===== src/rtl/bcd_serial_adder.sv =====
// Digit-serial packed-BCD adder: one decimal digit per clock, least significant digit first,
// wrapped in a start/busy/done handshake around a single-digit correcting BCD adder.
module bcd_serial_adder #(
    parameter int DIGITS = 4
) (
    input  logic                clk,
    input  logic                rst,
    input  logic                start,
    input  logic [4*DIGITS-1:0] a,
    input  logic [4*DIGITS-1:0] b,
    input  logic                cin,
    output logic                busy,
    output logic                done,
    output logic [4*DIGITS-1:0] sum,
    output logic                cout,
    output logic                invalid
);

    localparam int W     = 4 * DIGITS;
    localparam int IDX_W = (DIGITS > 1) ? $clog2(DIGITS) : 1;
    localparam logic [IDX_W-1:0] LAST_IDX = IDX_W'(DIGITS - 1);

    typedef enum logic [1:0] {
        IDLE = 2'd0,
        RUN  = 2'd1,
        DONE = 2'd2
    } state_t;

    // One decimal digit step: returns {carry_out, corrected_digit}.
    function automatic logic [4:0] bcd_digit_add(input logic [3:0] x,
                                                 input logic [3:0] y,
                                                 input logic       c);
        logic [4:0] z;
        logic [4:0] zc;
        logic       corr;
        z    = {1'b0, x} + {1'b0, y} + {4'b0000, c};
        corr = z[4] | (z[3] & z[2]) | (z[3] & z[1]);
        zc   = z + 5'd6;
        return {corr, corr ? zc[3:0] : z[3:0]};
    endfunction

    function automatic logic digit_bad(input logic [3:0] d);
        return d > 4'd9;
    endfunction

    state_t           state;
    logic [W-1:0]     a_sh;
    logic [W-1:0]     b_sh;
    logic             carry;
    logic [IDX_W-1:0] idx;
    logic [W+3:0]     acc;

    logic [4:0]       step;
    logic [W+3:0]     acc_nxt;
    logic             step_bad;

    // Operands shift right so the active digit always sits in [3:0]; results
    // enter acc from the top, leaving digit 0 in acc[7:4] after the last step.
    always_comb begin
        step     = bcd_digit_add(a_sh[3:0], b_sh[3:0], carry);
        acc_nxt  = {step[3:0], acc[W+3:4]};
        step_bad = digit_bad(a_sh[3:0]) | digit_bad(b_sh[3:0]);
    end

    always_ff @(posedge clk or posedge rst) begin
        if (rst) begin
            state   <= IDLE;
            a_sh    <= '0;
            b_sh    <= '0;
            carry   <= 1'b0;
            idx     <= '0;
            acc     <= '0;
            busy    <= 1'b0;
            done    <= 1'b0;
            sum     <= '0;
            cout    <= 1'b0;
            invalid <= 1'b0;
        end else begin
            done <= 1'b0;
            case (state)
                IDLE: begin
                    if (start) begin
                        a_sh    <= a;
                        b_sh    <= b;
                        carry   <= cin;
                        idx     <= '0;
                        acc     <= '0;
                        invalid <= 1'b0;
                        busy    <= 1'b1;
                        state   <= RUN;
                    end
                end
                RUN: begin
                    a_sh    <= a_sh >> 4;
                    b_sh    <= b_sh >> 4;
                    carry   <= step[4];
                    acc     <= acc_nxt;
                    invalid <= invalid | step_bad;
                    idx     <= idx + 1'b1;
                    if (idx == LAST_IDX) begin
                        sum   <= acc_nxt[W+3:4];
                        cout  <= step[4];
                        busy  <= 1'b0;
                        done  <= 1'b1;
                        state <= DONE;
                    end
                end
                DONE: begin
                    state <= IDLE;
                end
                default: begin
                    busy  <= 1'b0;
                    state <= IDLE;
                end
            endcase
        end
    end

endmodule


===== config.mk =====
export PLATFORM = sky130hd
export DESIGN_NAME = bcd_serial_adder
export DESIGN_NICKNAME = d
export VERILOG_FILES = /design/src/rtl/bcd_serial_adder.sv
export SDC_FILE = /design/constraint.sdc
export NUM_CORES = 1
export LEC_CHECK = 0
export ABC_AREA = 1
export CAP_MARGIN = 5
export CORE_ASPECT_RATIO = 0.75
export CORE_UTILIZATION = 40
export CTS_CLUSTER_SIZE = 14
export DETAILED_ROUTE_END_ITERATION = 10
export DONT_BUFFER_PORTS = 1
export GPL_ROUTABILITY_DRIVEN = 1
export PLACE_DENSITY = 0.54
export SLEW_MARGIN = 20
export SYNTH_ARGS = -nofsm -noshare
export SYNTH_HDL_FRONTEND = slang
export SYNTH_SLANG_ARGS = --single-unit

===== constraint.sdc =====
create_clock -name clk -period 2.85 [get_ports clk]
set_input_delay 0.4275 -clock clk [delete_from_list [all_inputs] [get_ports clk]]
set_output_delay 0.4275 -clock clk [all_outputs]
set_load 0.02 [all_outputs]

# Yosys cells after proc, flatten, opt, wreduce, memory -nomap -nowiden
# Index checks and enable logic that the tools add are counted.
# word_totals
romBits	0
wordCells	56
regBits	77
mem_count	0
mem_bits_rw	0
output_inout_bits	20
inputBits	36
latchBits	0
# classes
eq_ne	5
n_shift	0
bitwise_logic	7
mux	21
div	0
magnitude_cmp	2
reduce_logical	6
mul	0
addsub	4
# op_table
cell	count
$pmux 16 s2	2
$pmux 20 s2	1
$mux 16	2
$mux 20	1
$gt 4x4->1 const B	2
$pmux 2 s2	2
$mux 1	6
$mux 2	3
$reduce_and 2->1	3
$add 4x4->5	1
$add 5x1->5	1
$add 4x3->4 const B	1
$eq 2x2->1 const B	2
$mux 4	1
$ne 2x2->1 const B	2
$or 1x1->1	4
$pmux 1 s2	2
$pmux 1 s3	1
$reduce_and 3->1	1
$add 2x1->2 const B	1
$and 1x1->1	2
$eq 2x1->1 const B	1
$logic_not 2->1	1
$reduce_bool 2->1	1
$not 1->1	1

# Logic depth before layout (Yosys ltp)
# logic_depth
ltp_word	7
mapped_depth	14
depth_no_buf	14

# Worst setup path after synthesis
# No wires, ideal clock.
# synth_path
path_kind	register -> register
start	reg a_sh[0]
end	reg acc[18]
setup_time_ns	0.118
n_path_buf	0
t_arrival_ns	1.889
stages_incl_launch_ff	10
path_slack_ns	0.844
path_cell_list	dfrtp_1 > fa_1 > inv_1 > fa_1 > nand3_1 > nand3_1 > nand2_1 > nand2_1 > nand3_1 > nand2_1
# synth_via
elab_chain_cells	7
word_cells_on_any_way	9
classes_between	add/sub (3); mux (2); bitwise (4)
# synth_lines
item	line_no	source
from (decl)	47	logic [W-1:0] a_sh;
from (signal assigned)	94	a_sh <= a_sh >> 4;
$add 4x4->5 (*)	36	z = {1'b0, x} + {1'b0, y} + {4'b0000, c};
$add 5x1->5 (*)	36	
parallel branches: the longest is 3 deep, another holds $add 4x3->4	--	
$mux 4 (*)	39	return {corr, corr ? zc[3:0] : z[3:0]};
$pmux 20 s2 (*)	80	case (state)
to (signal assigned)	97	acc <= acc_nxt;
to (decl)	51	logic [W+3:0] acc;
# Mark *: on every way between the ends.
# A chain may end at the register's enable or synchronous reset.

# Worst setup path in the final report
# layout_path
start	reg a_sh[0]
end	reg acc[17]
# The elaborated chain is that of the path after synthesis.

==> results.json <==
{
  "ys_ff_latch": 69,
  "wl_um": 6240,
  "fp-row-count": 27,
  "final_common_cell": "nand2_1",
  "clock_path_buffers": 2,
  "grt.overflow.total": 0,
  "fillers": 741,
  "worst-setup-path-type": "reg -> reg",
  "via_per_inst": 4.96,
  "hold_class": "in -> reg",
  "cellPowerDensity_nw_per_um2": 1360,
  "post-place-ws_ns": 0.670,
  "crit_path_end": "acc[17]",
  "r2r_end": "acc[17]",
  "antenna_found_initial": 0,
  "dp_hpwl_um": 4160,
  "rsz0062_at_grt": "false",
  "grt_max_degree": 31,
  "pin_count": 56,
  "port_buffers": 0,
  "cp_slowest_stage_delay_ns": 0.48,
  "cts_buffers": 9,
  "max_cap_violations": 0,
  "setup_ws_ns": 0.673,
  "yosysSeqAreaShare": 0.564,
  "reg2reg_from": "a_sh[0]",
  "ctsHtreeMaxLevel": 3,
  "diodes": 0,
  "drive_gt1_frac": 0.131,
  "nets": 366,
  "path_clk_slew_ns": 0.07,
  "synth_cells": 320,
  "arrival_ns": 2.40,
  "die_w_um": 103,
  "grt_pass1_wl_um": 10600,
  "hold_viol": 0,
  "die_y_um": 77.8,
  "fin_crit_sh": 0.764,
  "tritoncts": "built",
  "clk_latency_ns": 0.34,
  "dr_total_vias": 2122,
  "fmax_mhz": 459,
  "netlist_area_sq_um": 3060,
  "skew_ns": 0.00980,
  "post_cts_buffers": 0,
  "synth_nets": 363,
  "tns_ns": 0,
  "finalSetupViolations": 0,
  "dieArea_sq_um": 8010,
  "cp.required_ns": 3.08,
  "startpoint": "a_sh[0]",
  "first_iter_violations": 120,
  "vdd_drop_max_mv": 0.709,
  "crit_slowest_cell": "fa_1",
  "leakage_nw": 1.67,
  "layout.cells.non_filler": 428,
  "start_util": 0.416,
  "critPathMaxFanout": 5,
  "slew_headroom": 0.618,
  "grt_pass1_vias": 2137,
  "layout_common_cells": "nand2_1, dfrtp_1, inv_1",
  "drc_errors": 0,
  "rr_worst_depth": 9,
  "track_usage": 0.178,
  "worstMarginPinSlew_ns": 0.572,
  "fin_crit_ns": 2.18,
  "status": "finished, final reports clean",
  "cts_resized": 0,
  "drtAntennaViolNets": 0,
  "crit_path_cell_trace": "fa_1 -> inv_1 -> fa_1 -> nand3_1 -> nand3_1 -> nand2_1 -> nand2_1 -> nand3_1 -> nand2_1",
  "drv_slew": 0,
  "clkSinkCount": 69,
  "drt-pass1-iter-count": 4,
  "synthDistinctLibCells": 23,
  "gp_congestion": 0.823,
  "wl_per_cell_um": 14.6,
  "coreArea_sq_um": 7360,
  "crit_path_start_kind": "flop",
  "area_delta_synth_final_pct": 9.15,
  "dp.cells": 412,
  "yosys_warnings": 0,
  "r2r_slack_ns": 0.67,
  "end_kind": "flop",
  "syn_avg_cell_area_sq_um": 9.57,
  "clockRootBuffer": "clkbuf_8"
}
-- metal layers --
layer  GRT usage  wire length, um  vias to the layer above
met5           0                0                        -
met4      0.0423               56                        0
met3      0.0703              299                        9
met2       0.251             2670                       32
met1       0.256             3210                     1030
li1            -                -                     1051
-- power breakdown --
part | total (mW) | internal (mW) | switching, mW | leakage [nW]
Clock | 0.793 | 0.444 | 0.349 | 0.101
Sequential | 1.82 | 1.42 | 0.398 | 0.878
Combinational | 1.93 | 0.684 | 1.25 | 0.689
Total | 4.54 | 2.54 | 1.99 | 1.67
-- per-stage QoR --
step	utilization	area [sq um]	power (mW)	hold WS, ns
6_report	0.454	3340	4.54	0.204
5_1_grt	0.454	3340	5.01	0.188
4_1_cts	0.454	3340	4.60	0.185
3_5_place_dp	0.425	3130	3.78	0.346
3_3_place_gp	0.425	3130	3.75	0.347
2_1_floorplan	-	3060	3.39	0.443
-- kinds of logic (layout without fill, tap and decap cells) --
logic type,count (synthesis),count (layout),synth area share
AO/OA/AOI/OAI,64,64,0.148
adder cells (fa/ha/maj),7,7,0.0335
buffers and inverters,49,56,0.0731
flip-flops,69,69,0.564
AND/OR/NAND/NOR,131,131,0.181
-- worst min-delay path by stage --
stage / cells after the start / slack [ns] / from / end
after global routing: 2 / 0.19 / b[6] / b_sh[6]
after detailed placement: 1 / 0.35 / rst / acc[8]
after CTS: 2 / 0.19 / a[12] / a_sh[12]
after global placement: 1 / 0.35 / rst / acc[8]
final: 2 / 0.20 / a[12] / a_sh[12]
after floorplan: 2 / 0.44 / a_sh[12] / a_sh[12]
-- synth_stat cells --
| master | n | area, sq um |
|---|---|---|
| nor2_4 | 3 | 33.8 |
| or2_1 | 1 | 6.26 |
| o21ai_0 | 10 | 50.1 |
| buf_4 | 2 | 15.0 |
| nor2_8 | 1 | 20.0 |
| a21oi_1 | 6 | 30.0 |
| inv_1 | 31 | 116 |
| buf_6 | 3 | 33.8 |
| o211ai_2 | 1 | 12.5 |
| a22o_1 | 3 | 26.3 |
| nor2_1 | 5 | 18.8 |
| o21ai_2 | 13 | 114 |
| nand2_1 | 104 | 390 |
| a22oi_1 | 20 | 150 |
| clkbuf_1 | 1 | 3.75 |
| fa_1 | 2 | 40.0 |
| o22ai_1 | 9 | 56.3 |
| nand3_1 | 17 | 85.1 |
| buf_2 | 8 | 40.0 |
| inv_2 | 4 | 15.0 |
| o211ai_1 | 2 | 15.0 |
| dfrtp_1 | 69 | 1730 |
| ha_1 | 5 | 62.6 |
-- sequential cells by signal (all words and copies together), names as in the netlist --
signal	cells
a_sh	16
invalid	1
carry	1
busy	1
sum	16
cout	1
state	2
idx	2
done	1
acc	12
b_sh	16
-- critical path, delay by kind of cell (launching register included) --
family / cells / cell delay, ns
AND/OR/NAND/NOR: 6 / 0.65
buffers and inverters: 1 / 0.09
flip-flops: 1 / 0.40
adder cells (fa/ha/maj): 2 / 0.94
-- final cells by class --
| class | count | area, sq um | share of cell area |
|---|---|---|---|
| clock buffers | 11 | 151 | 0.0453 |
| well taps | 101 | 126 | 0.0378 |
| repair buffers | 6 | 47.5 | 0.0142 |
| inverters | 35 | 131 | 0.0393 |
| multi-input cells | 202 | 1110 | 0.332 |
| clock inverters | 4 | 47.5 | 0.0142 |
| flip-flops and latches | 69 | 1730 | 0.517 |
-- repair_timing --
item | CTS | global route
hold buffers | 1 | 0
endpoints found under the hold margin | 19 | 0
endpoints found under the setup margin | 0 | 0
Note: power is estimated with default switching activity, not from simulation.
